--- config.mk ---
export PLATFORM = sky130hd
export DESIGN_NAME = lsu_access_fsm
export DESIGN_NICKNAME = d
export VERILOG_FILES = /design/src/rtl/lsu_access_fsm_pkg.sv /design/src/rtl/lsu_lane_align.sv /design/src/rtl/lsu_access_fsm.sv
export SDC_FILE = /design/constraint.sdc
export NUM_CORES = 1
export LEC_CHECK = 0
export BUFFER_PORTS_ARGS = -buffer_cell sky130_fd_sc_hd__clkbuf_2
export CELL_PAD_IN_SITES_DETAIL_PLACEMENT = 1
export CELL_PAD_IN_SITES_GLOBAL_PLACEMENT = 2
export CORE_MARGIN = 2
export CORE_UTILIZATION = 28
export CTS_BUF_LIST = sky130_fd_sc_hd__clkbuf_8
export CTS_CLUSTER_DIAMETER = 100
export DETAILED_ROUTE_END_ITERATION = 16
export PLACE_DENSITY = 0.86
export SLEW_MARGIN = 20
export SYNTH_ARGS = -nofsm -noshare
export SYNTH_HDL_FRONTEND = slang
export SYNTH_HIERARCHICAL = 1
export SYNTH_SLANG_ARGS = --single-unit
--- constraint.sdc ---
create_clock -name clk -period 3.4 [get_ports clk]
set_input_delay 0.17 -clock clk [delete_from_list [all_inputs] [get_ports clk]]
set_output_delay 0.17 -clock clk [all_outputs]
set_load 0.01 [all_outputs]
--- src/rtl/lsu_access_fsm_pkg.sv ---
// Shared types and helpers for the load/store access stage.
package lsu_access_fsm_pkg;

  typedef enum logic [1:0] {
    S_IDLE,
    S_REQ,
    S_WAIT,
    S_DONE
  } lsu_state_e;

  typedef enum logic [2:0] {
    MI_B   = 3'd0,
    MI_H   = 3'd1,
    MI_W   = 3'd2,
    MI_D   = 3'd3,
    MI_BU  = 3'd4,
    MI_HU  = 3'd5,
    MI_WU  = 3'd6,
    MI_ILL = 3'd7
  } mem_info_e;

  // Byte-enable pattern for an access of 2**size bytes at offset 0.
  function automatic logic [15:0] size_byte_mask(logic [1:0] size);
    return 16'((17'd1 << (4'd1 << size)) - 17'd1);
  endfunction

  function automatic logic addr_aligned(logic [2:0] addr_lo, logic [1:0] size);
    logic [2:0] m;
    m = 3'((4'd1 << size) - 4'd1);
    return (addr_lo & m) == 3'b000;
  endfunction

  function automatic logic info_legal(logic [2:0] info, int data_w);
    return (mem_info_e'(info) != MI_ILL) &&
           !((mem_info_e'(info) == MI_D) && (data_w == 32));
  endfunction

endpackage

--- src/rtl/lsu_lane_align.sv ---
// Byte-lane steering: store strobe/shift and load slice with sign/zero extension.
module lsu_lane_align
  import lsu_access_fsm_pkg::*;
#(
  parameter int DATA_W = 64,
  parameter int OFF_W  = $clog2(DATA_W / 8)
) (
  input  logic [1:0]          size,
  input  logic                sign_ext,
  input  logic [OFF_W-1:0]    offset,
  input  logic [DATA_W-1:0]   wdata,
  input  logic [DATA_W-1:0]   rdata,
  output logic [DATA_W/8-1:0] strobe,
  output logic [DATA_W-1:0]   wdata_sh,
  output logic [DATA_W-1:0]   rdata_ext
);
  localparam int STRB_W = DATA_W / 8;

  logic [DATA_W-1:0] rdata_sh;
  logic [DATA_W-1:0] keep;
  logic              neg;
  int unsigned       shamt;

  assign strobe   = STRB_W'(size_byte_mask(size)) << offset;
  assign wdata_sh = wdata << {offset, 3'b000};

  // keep saturates to all-ones when the access covers the whole bus
  always_comb begin
    rdata_sh = rdata >> {offset, 3'b000};
    shamt    = 32'd8 << size;
    keep     = (DATA_W'(1) << shamt) - DATA_W'(1);
    neg      = 1'b0;
    case (size)
      2'd0:    neg = rdata_sh[7];
      2'd1:    neg = rdata_sh[15];
      2'd2:    neg = rdata_sh[31];
      default: neg = rdata_sh[DATA_W-1];
    endcase
    neg       = neg & sign_ext;
    rdata_ext = (rdata_sh & keep) | ({DATA_W{neg}} & ~keep);
  end

endmodule

--- src/rtl/lsu_access_fsm.sv ---
// Memory-access stage: one bus transaction per load/store, with trap, kill and MMIO flag.
module lsu_access_fsm
  import lsu_access_fsm_pkg::*;
#(
  parameter int DATA_W   = 64,
  parameter int ADDR_W   = 64,
  parameter int MMIO_BIT = 31
) (
  input  logic                clk,
  input  logic                rst,
  input  logic                req_i,
  input  logic                we_i,
  input  logic [2:0]          info_i,
  input  logic [ADDR_W-1:0]   addr_i,
  input  logic [DATA_W-1:0]   wdata_i,
  input  logic [DATA_W-1:0]   rd_wdata_i,
  input  logic                flush_i,
  output logic                dreq_valid_o,
  output logic [ADDR_W-1:0]   dreq_addr_o,
  output logic [2:0]          dreq_size_o,
  output logic [DATA_W/8-1:0] dreq_strobe_o,
  output logic [DATA_W-1:0]   dreq_data_o,
  input  logic                dresp_addr_ok_i,
  input  logic                dresp_data_ok_i,
  input  logic [DATA_W-1:0]   dresp_data_i,
  output logic [DATA_W-1:0]   rd_wdata_o,
  output logic                done_o,
  output logic                exc_o,
  output logic                skip_o,
  output logic                stall_req_o
);
  localparam int STRB_W = DATA_W / 8;
  localparam int OFF_W  = $clog2(STRB_W);

  lsu_state_e state_q, state_d;

  logic [ADDR_W-1:0] addr_q;
  logic [1:0]        size_q;
  logic              sign_q;
  logic              we_q;
  logic              mmio_q;
  logic              kill_q;
  logic [STRB_W-1:0] strobe_q;
  logic [DATA_W-1:0] wdata_q;
  logic [DATA_W-1:0] rdata_q;

  logic              legal;
  logic              accept;
  logic              capture;
  logic [1:0]        al_size;
  logic [OFF_W-1:0]  al_off;
  logic [STRB_W-1:0] al_strobe;
  logic [DATA_W-1:0] al_wdata;
  logic [DATA_W-1:0] al_rdata;

  assign legal   = info_legal(info_i, DATA_W) && addr_aligned(addr_i[2:0], info_i[1:0]);
  assign accept  = (state_q == S_IDLE) && req_i && !flush_i && legal;
  assign capture = ((state_q == S_REQ) && dresp_addr_ok_i && dresp_data_ok_i) ||
                   ((state_q == S_WAIT) && dresp_data_ok_i);

  // One aligner serves both directions: IDLE uses the incoming op, later states the latched one.
  assign al_size = (state_q == S_IDLE) ? info_i[1:0] : size_q;
  assign al_off  = (state_q == S_IDLE) ? addr_i[OFF_W-1:0] : addr_q[OFF_W-1:0];

  lsu_lane_align #(.DATA_W(DATA_W)) u_align (
    .size      (al_size),
    .sign_ext  (sign_q),
    .offset    (al_off),
    .wdata     (wdata_i),
    .rdata     (dresp_data_i),
    .strobe    (al_strobe),
    .wdata_sh  (al_wdata),
    .rdata_ext (al_rdata)
  );

  always_ff @(posedge clk) begin
    if (rst) state_q <= S_IDLE;
    else     state_q <= state_d;
  end

  always_comb begin
    state_d = state_q;
    unique case (state_q)
      S_IDLE: if (accept) state_d = S_REQ;
      S_REQ:  if (dresp_addr_ok_i) state_d = dresp_data_ok_i ? S_DONE : S_WAIT;
      S_WAIT: if (dresp_data_ok_i) state_d = S_DONE;
      S_DONE: state_d = S_IDLE;
      default: state_d = S_IDLE;
    endcase
  end

  always_ff @(posedge clk) begin
    if (rst) begin
      addr_q   <= '0;
      size_q   <= '0;
      sign_q   <= 1'b0;
      we_q     <= 1'b0;
      mmio_q   <= 1'b0;
      kill_q   <= 1'b0;
      strobe_q <= '0;
      wdata_q  <= '0;
      rdata_q  <= '0;
    end else begin
      if (accept) begin
        addr_q   <= addr_i;
        size_q   <= info_i[1:0];
        sign_q   <= ~info_i[2];
        we_q     <= we_i;
        mmio_q   <= ~addr_i[MMIO_BIT];
        kill_q   <= 1'b0;
        strobe_q <= we_i ? al_strobe : '0;
        wdata_q  <= we_i ? al_wdata : '0;
      end
      if ((state_q == S_REQ) || (state_q == S_WAIT)) kill_q <= kill_q | flush_i;
      if (state_q == S_DONE) kill_q <= 1'b0;
      if (capture) rdata_q <= al_rdata;
    end
  end

  always_comb begin
    dreq_valid_o  = (state_q == S_REQ);
    dreq_addr_o   = addr_q;
    dreq_size_o   = {1'b0, size_q};
    dreq_strobe_o = strobe_q;
    dreq_data_o   = wdata_q;
    stall_req_o   = accept || (state_q == S_REQ) || (state_q == S_WAIT);
    exc_o         = (state_q == S_IDLE) && req_i && !flush_i && !legal;
    done_o        = (state_q == S_DONE) && !kill_q;
    skip_o        = (state_q == S_DONE) && mmio_q && !kill_q;
    rd_wdata_o    = ((state_q == S_DONE) && !we_q) ? rdata_q : rd_wdata_i;
  end

endmodule

### Word level (Yosys, flattened, before mapping)

Cells that the tools add are included.
Widths: inputs -> output; s select.

* add/sub/neg operators: 3
* equal/unequal tests: 9
* shift-type cells: 8
* mux-type cells: 13
* bitwise gates (word level): 9
* reductions and logical operators: 26

Operator list (count)
* $and 64x64->64: 2
* $mux 64: 2
* $not 64->64: 1
* $or 64x64->64: 1
* $shl 1x32->64 const A: 1
* $shl 64x6->64: 1
* $shr 64x6->64: 1
* $sub 64x2->64 const B: 1
* $shl 4x2->32 const A: 1
* $logic_and 1x1->1: 12
* $mux 2: 4
* $mux 8: 1
* $pmux 2 s4: 1
* $shl 1x4->8 const A: 1
* $shl 8x3->8: 1
* $sub 8x1->8 const B: 1
* $eq 2x2->1 const B: 3
* $eq 2x1->1 const B: 2
* $logic_not 1->1: 4
* $logic_not 2->1: 2
* $logic_or 1x1->1: 4
* $ne 2x2->1 const B: 2
* $shl 1x2->4 const A: 1
* $and 3x3->3: 1
* other kinds (14): 17

* register bits: 208
* logic and storage cells: 78

### Logic depth before layout (Yosys ltp)

Gate-level depths: netlist (run 1).

* depth after elaboration: 8
* depth in mapped cells: 14

### Cells and area by module

Netlist (run 1), hierarchy kept.

By module, submodules not included
* lsu_access_fsm: times used 1, cells each 1014, area each 8220.4 µm², seq. area each 4164.0 µm²
* lsu_lane_align: times used 1, cells each 603, area each 4275.4 µm², seq. area each 0.0 µm²

### Worst setup path before layout (run 1)

OpenSTA, ideal clock, no wires.

* path type: reg2reg
* start: register state_q[1]
* end: register rdata_q[53]
* setup time: 132 ps
* arrival: 2471 ps
* data required time: 3268 ps
* slack: 797 ps
* stages on the path, launching flop included: 13
* buffers on the path: 3
* clock period less this slack: 2603 ps
* path through: dfxtp_1 -> inv_1 -> ha_1 -> buf_4 -> mux2_2 -> mux2_2 -> mux4_2 -> nand3_2 -> buf_6 -> buf_6 -> o2111ai_1 -> nand2_1 -> a21oi_1

RTL lines
* start, declared: RTL line lsu_access_fsm.sv:35 `lsu_state_e state_q, state_d;`
* start signal, assigned: RTL line lsu_access_fsm.sv:78 `else state_q <= state_d;`
* $logic_not 2->1 (*): RTL line lsu_access_fsm.sv:63 `assign al_off = (state_q == S_IDLE) ? addr_i[OFF_W-1:0] : addr_q[OFF_W-1:0];`
* $mux 3 (*): RTL line lsu_access_fsm.sv:63
* named net al_off[1]: RTL line lsu_access_fsm.sv:51 `logic [OFF_W-1:0] al_off;`
* $shr 64x6->64 (*): RTL line lsu_lane_align.sv:29 `rdata_sh = rdata >> {offset, 3'b000};`
* $pmux 1 s3: RTL line lsu_lane_align.sv:33 `case (size)`
* $and 1x1->1: RTL line lsu_lane_align.sv:39 `neg = neg & sign_ext;`
* $and 64x64->64: RTL line lsu_lane_align.sv:40 `rdata_ext = (rdata_sh & keep) | ({DATA_W{neg}} & ~keep);`
* $or 64x64->64 (*): RTL line lsu_lane_align.sv:40
* named net al_rdata[53]: RTL line lsu_access_fsm.sv:54 `logic [DATA_W-1:0] al_rdata;`
* end signal, assigned: RTL line lsu_access_fsm.sv:116 `if (capture) rdata_q <= al_rdata;`
* end, declared: RTL line lsu_access_fsm.sv:45 `logic [DATA_W-1:0] rdata_q;`

The timed path passes the listed nets; every way through them passes the cells marked *.
A chain may end at the register's enable or synchronous reset.

### Worst setup path in the final report (run 1)

* start: register state_q[0]
* end: register rdata_q[50]

The elaborated chain is that of the path after synthesis.

==> results.ini, run 1 <==
[detailed_routing]
via_count = 13900
avgRoutedWirePerCell_um = 21.4
drc_errors = 0
first_pass_iters = 4
finalWirelength_mm = 58.1
vias_per_cell = 5.13
drt_iter0_drc = 798
detail-route-antenna-nets = 0

[logic_synthesis]
synth_ff_type = dfxtp_1
synth_top_area_share_pct = 33.3
synthCells = 1617
yosysTopAreaCell = dfxtp_1
async_flop_share_pct = 0
yosysSeqAreaShare_pct = 33.3
avgSynthCellArea_um2 = 7.73
synth_warnings = 6
syn_area_um2 = 12500
synth_edf_count = 0
ys_types = 58
syn-num-nets = 1889
ys_seq_elements = 208
synth_area_leaders = dfxtp_1 33%, nand2_1 13%, a21oi_1 9.7%, mux2_2 9.1%, mux2i_1 8.7%

[worst_setup_path]
cp-start-kind = flop
endpoint_kind = flop
reg2reg_setup_slack_ps = 250
cp_slowest_cell = mux4_2
cpPeakStageDelay_ps = 550
crit_fanout = 33
cp.arrival_ps = 3580
cp_cell_sequence = inv_1 -> ha_1 -> mux2_8 -> mux2_2 -> mux4_2 -> nand3_4 -> buf_12 -> o2111ai_1 -> nand2_1 -> a21oi_1
crit_required_ps = 3830
path_class = reg -> reg

[global_route]
grt_pass1_wl_mm = 87.8
antenna_found_initial = 4
grt_max_degree = 105
overflow = 0
track_usage_pct = 24.2
grt_pass1_vias = 14600

[die]
core_area_um2 = 44100
start_util_pct = 28.3
die_h_um = 215
boundaryPins = 474
die_area_um2 = 46300
die_w_um = 215
rows = 77

[clocking]
cts_tree = done
clk_latency_ps = 590
cts_buffers = 39
root_buffer = clkbuf_8
cts_setup_buffers = 0
clk_pin_slew_ps = 60
htreeDepth = 2
cts_sinks = 208
cts_buffer_depth = 3

[layout]
final_cells = 2713
final_nets = 2362
drive_above_1_share_pct = 33.6
fillCellCount = 5544
area_growth_pct = 35.3

[timing]
setup-tns-final_ps = 0
slew_viol_final = 0
slew_headroom_pct = 40.7
final.min_clock_period_ps = 3150
finalClockSkew_ps = 30.0
tightest_slew_ps = 889
setup_viol = 0
rsz0062_at_grt = false
hold_viol_final = 0
fmaxAchievable_mhz = 317
finalCritPeriodShare_pct = 92.7

[hold_path]
hp-class = in -> reg

[pwr]
vdd_drop_max_v = 0.000359
power_mw = 10.1
powerDensity_nw_per_um2 = 600
p_leak_nw = 7.24

[placed_design]
io_buffers = 472
place_inst = 2568
place_congestion = 0.879
hpwl_mm = 42.3

[job]
maxCapViolCount = 0

[status]
status = finished clean

==> power by group <==
part	leakage [nW]	switching, mW	internal, mW
clock	0.460	1.18	1.43
sequential	1.68	0.105	2.58
combinational	5.10	2.94	1.91
==> path summary, 6_finish.rpt <==
| check | startpoint | endpoint | cells past startpoint |
|---|---|---|---|
| hold reg to reg | dreq_data_o[0]$_SDFFE_PP0P_ | dreq_data_o[0]$_SDFFE_PP0P_ | 2 |
| hold / removal | wdata_i[4] | dreq_data_o[4]$_SDFFE_PP0P_ | 4 |
| setup / recovery | state_q[0]$_SDFFE_PP0P_ | rdata_q[50]$_SDFFE_PP0P_ | 10 |
| setup reg to reg | state_q[0]$_SDFFE_PP0P_ | rdata_q[50]$_SDFFE_PP0P_ | 10 |
==> cell usage after synthesis, drive strengths merged, types with 2 or more instances <==
cell       n
nand2    428
a21oi    242
dfxtp    208
mux2i    108
mux2     102
buf       82
nand3     78
clkbuf    72
nor2      66
o21ai     34
nand4     26
a31oi     22
mux4      21
o22ai     20
o211ai    14
and2      12
inv       11
o2bb2ai   10
a221oi     7
o2111ai    7
ha         6
nor2b      6
nand2b     4
a211oi     3
a211o      2
a41oi      2
and3       2
nor3b      2
nor4       2
o21a       2
or2        2
==> critical path, delay by kind of cell (launching register included) <==
kind                       cells  cell delay, ps
AOI/OAI and AO/OA              2             200
adders and majority gates      1             420
buffers and inverters          2             400
DFF                            1             330
muxes                          3            1310
and+or+nand+nor                2             320
==> kinds of logic after synthesis <==
group                      synth area share (%)
DFF                                        33.3
other                                    0.0300
adders and majority gates                 0.601
and+or+nand+nor                            21.2
muxes                                      21.6
buffers and inverters                      6.22
AOI/OAI and AO/OA                          17.0
==> stage by stage <==
step / utilization (%) / worst slack, ps / instance area, um2 / hold WS, ps
finish: 38.3 / 248 / 16900 / 43.1
global route: 38.3 / 60.1 / 16900 / 30.6
global placement: 34.8 / 320 / 15300 / 392
detailed placement: 34.8 / 220 / 15300 / 401
floorplan: - / 797 / 12500 / 266
CTS: 38.3 / 163 / 16900 / 6.29
==> flip-flops by register name, summed over array words and instances (netlist names) <==
register	cells
mmio_q	1
we_q	1
dreq_addr_o	64
rdata_q	64
dreq_data_o	64
dreq_strobe_o	8
kill_q	1
sign_q	1
size_q	2
state_q	2
==> layout by cell type, fill, tap and decap left out, drive strengths merged, types with 21 or more instances in the layout <==
cell           n
nand2        428
nor2          66
mux2i        108
a31oi         22
clkbuf       522
dlygate4sd3   73
o21ai         34
mux2         102
buf           42
dfxtp        208
inv           21
nand3         78
mux4          21
a21oi        242
nand4         26
==> routing by layer <==
layer,GRT usage (%),up-vias,wire length (um)
met5,0,-,0
met4,7.82,0,1640
met3,5.45,83,3320
met2,44.1,427,29800
met1,27.8,6815,23300
li1,-,6601,-
==> layout make-up <==
type	count	area (um2)	share of cell area, %
Antenna cell	3	7.51	0.0444
Clock buffer	51	702	4.15
Clock inverter	18	113	0.666
Inverter	11	41.3	0.244
Multi-Input combinational cell	1244	7620	45.1
Sequential cell	208	4160	24.6
Tap cell	592	741	4.38
Timing Repair Buffer	586	3520	20.8
==> repair_timing <==
| item | 4_1_cts | 5_1_grt |
|---|---|---|
| resized for setup | 0 | 1 |
| endpoints found under the hold margin | 74 | 0 |
| hold buffers | 73 | 0 |
| endpoints found under the setup margin | 0 | 6 |
No activity file was read; power rests on OpenSTA's default activity.
==> run 2: changes to the inputs <==
--- a/config.mk
+++ b/config.mk
@@ -8,12 +8,11 @@
 export BUFFER_PORTS_ARGS = -buffer_cell sky130_fd_sc_hd__clkbuf_2
 export CELL_PAD_IN_SITES_DETAIL_PLACEMENT = 1
 export CELL_PAD_IN_SITES_GLOBAL_PLACEMENT = 2
-export CORE_MARGIN = 2
-export CORE_UTILIZATION = 28
-export CTS_BUF_LIST = sky130_fd_sc_hd__clkbuf_8
+export CORE_UTILIZATION = 27
+export CTS_BUF_LIST = sky130_fd_sc_hd__clkbuf_16
 export CTS_CLUSTER_DIAMETER = 100
 export DETAILED_ROUTE_END_ITERATION = 16
-export PLACE_DENSITY = 0.86
+export PLACE_DENSITY = 0.84
 export SLEW_MARGIN = 20
 export SYNTH_ARGS = -nofsm -noshare
 export SYNTH_HDL_FRONTEND = slang
==> constraint.sdc (replaced) <==
create_clock -name clk -period 3.5 [get_ports clk]
set_input_delay 0.175 -clock clk [delete_from_list [all_inputs] [get_ports clk]]
set_output_delay 0.175 -clock clk [all_outputs]
set_load 0.01 [all_outputs]
==> run 2 against run 1 <==
First-iteration DRC count grew 16%. Critical path type unchanged. Clock-buffer cell count down 24. Clock power is 4% lower. Flip-flop and latch count stayed put. Combinational power fell by 4.3%. Sequential share of layout area up 0.22 points. Die area up 1.8%. Non-clock buffer count down 12.
==> results.ini, run 2 (synthesis gave the netlist of run 1 again) <==
[status]
status = finished clean

[placed_design]
hpwl_mm = 42.0  ; -0.83%
dpl-instance-area_um2 = 15300  ; -0.36%
io_buffers = 472  ; unchanged
place_congestion = 0.926  ; +5.4%
post-place-ws_ps = 541  ; +320 ps
place_inst = 2569  ; +0.039%

[worst_setup_path]
cp.arrival_ps = 3370  ; -210 ps
cpPeakStageDelay_ps = 480  ; -70 ps
endpoint_kind = flop
cp_slowest_cell = mux2i_1
ff2ff_path_depth = 11  ; +1
r2r-start = state_q[1]$_SDFFE_PP0P_
crit_fanout = 62  ; +88%
path_class = reg -> reg
cp-start-kind = flop
r2r_end = rdata_q[2]$_SDFFE_PP0P_
reg2reg_setup_slack_ps = 520  ; +280 ps
cp_cell_sequence = inv_1 -> ha_1 -> buf_4 -> mux2_8 -> buf_12 -> mux2i_1 -> mux2i_1 -> nand2_1 -> o21ai_0 -> nand2_1 -> a21oi_1
crit_required_ps = 3900  ; +70 ps

[timing]
rsz0062_at_grt = false
worst_slack_ps = 524  ; +277 ps
tightest_slew_ps = 872  ; -17.2 ps
setup_viol = 0  ; unchanged
slew_viol_final = 0  ; unchanged
setup-tns-final_ps = 0  ; unchanged
slew_headroom_pct = 41.9  ; +1.1 points
finalCritPeriodShare_pct = 85.0  ; -7.7 points
final.min_clock_period_ps = 2980  ; -177 ps
hold_viol_final = 0  ; unchanged
fmaxAchievable_mhz = 336  ; +5.9%
finalClockSkew_ps = 10.5  ; -19.6 ps
whs_ps = 61.1  ; +18.0 ps

[hold_path]
hold_path_end = dreq_data_o[6]$_SDFFE_PP0P_
worstHoldStart = wdata_i[6]
hp-class = in -> reg
hold_path_depth = 4  ; unchanged

[detailed_routing]
drt_iter0_drc = 926  ; +16%
finalWirelength_mm = 57.8  ; -0.47%
avgRoutedWirePerCell_um = 21.5  ; +0.38%
first_pass_iters = 5  ; +1
vias_per_cell = 5.18  ; +0.94%
detail-route-antenna-nets = 0  ; unchanged
via_count = 13900  ; +0.086%
drc_errors = 0  ; unchanged

[global_route]
grt_max_degree = 105  ; unchanged
grt_pass1_wl_mm = 85.8  ; -2.2%
track_usage_pct = 23.5  ; -0.68 points
grt_pass1_vias = 14200  ; -3.0%
overflow = 0  ; unchanged
antenna_found_initial = 4  ; unchanged

[die]
core_area_um2 = 45500  ; +3.1%
die_h_um = 217  ; +0.87%
boundaryPins = 474  ; unchanged
start_util_pct = 27.5  ; -0.84 points
die_area_um2 = 47100  ; +1.8%
die_w_um = 217  ; +0.87%
rows = 78  ; +1.3%

[layout]
final_util_pct = 36.8  ; -1.5 points
final_cell_mix = 471 x clkbuf_2, 427 x nand2_1, 242 x a21oi_1
post-route-cell-area_um2 = 16800  ; -0.90%
drive_above_1_share_pct = 32.4  ; -1.2 points
final_nets = 2338  ; -1.0%
area_growth_pct = 34.1
fillCellCount = 5621  ; +1.4%
final_cells = 2690  ; -0.85%
mostFrequentLayoutCell = clkbuf_2

[clocking]
htreeDepth = 1  ; -1
cts_sinks = 208  ; unchanged
cts_setup_buffers = 0  ; unchanged
cts_buffer_depth = 3  ; unchanged
clk_latency_ps = 550  ; -40 ps
cts_tree = done
cts_hold_buf = 68  ; -6.8%
clk_pin_slew_ps = 60  ; about the same
post_cts_resized = 0  ; unchanged
cts_buffers = 27  ; -31%
root_buffer = clkbuf_16

[pwr]
p_leak_nw = 7.11  ; -1.8%
power_mw = 9.75  ; -3.9%
vdd_drop_max_v = 0.000355  ; -1.1%
powerDensity_nw_per_um2 = 582  ; -3.0%

[job]
maxCapViolCount = 0  ; unchanged

==> run 2: worst max-delay path: cells and delay by family, from the launching register on <==
kind | cells | cell delay, ps
adders and majority gates | 1 | 230
AOI/OAI and AO/OA | 2 | 260
muxes | 3 | 1010
DFF | 1 | 420
buffers and inverters | 3 | 640
and+or+nand+nor | 2 | 230
==> run 2: area by class of cell <==
| type | instances | area, um2 | area share [%] |
|---|---|---|---|
| timing repair buffer | 574 | 3400 | 20.3 |
| clock buffer | 27 | 676 | 4.03 |
| clock inverter | 22 | 96.3 | 0.575 |
| tap | 600 | 751 | 4.48 |
| sequential | 208 | 4160 | 24.8 |
| inverter | 11 | 41.3 | 0.246 |
| multi-input combinational | 1244 | 7610 | 45.4 |
| antenna | 4 | 10.0 | 0.0597 |
==> run 2: power by group <==
| group | leakage (nW) | switching (mW) | internal, mW |
|---|---|---|---|
| registers | 1.68 | 0.102 | 2.51 |
| logic | 5.04 | 2.83 | 1.81 |
| clock network | 0.393 | 1.11 | 1.39 |
==> run 2: per-layer routing <==
layer,GRT usage (%),part of all wire (%),vias to the layer above
met4,9.53,3.7,0
met1,27.8,40,6753
met5,0,0,-
met2,40.9,50,534
met3,5.16,6.7,94
li1,-,-,6557
==> run 2: how the worst max path moves through the flow <==
stage                                       start                       endpoint  slack [ps]
after floorplan           state_q[1]$_SDFFE_PP0P_       rdata_q[53]$_SDFFE_PP0P_         900
after global placement    state_q[0]$_SDFFE_PP0P_  dreq_strobe_o[5]$_SDFFE_PP0P_         620
after detailed placement  state_q[1]$_SDFFE_PP0P_        rdata_q[2]$_SDFFE_PP0P_         540
after CTS                 state_q[0]$_SDFFE_PP0P_  dreq_strobe_o[5]$_SDFFE_PP0P_         520
after global routing      state_q[0]$_SDFFE_PP0P_  dreq_strobe_o[5]$_SDFFE_PP0P_         250
final                     state_q[1]$_SDFFE_PP0P_        rdata_q[2]$_SDFFE_PP0P_         520
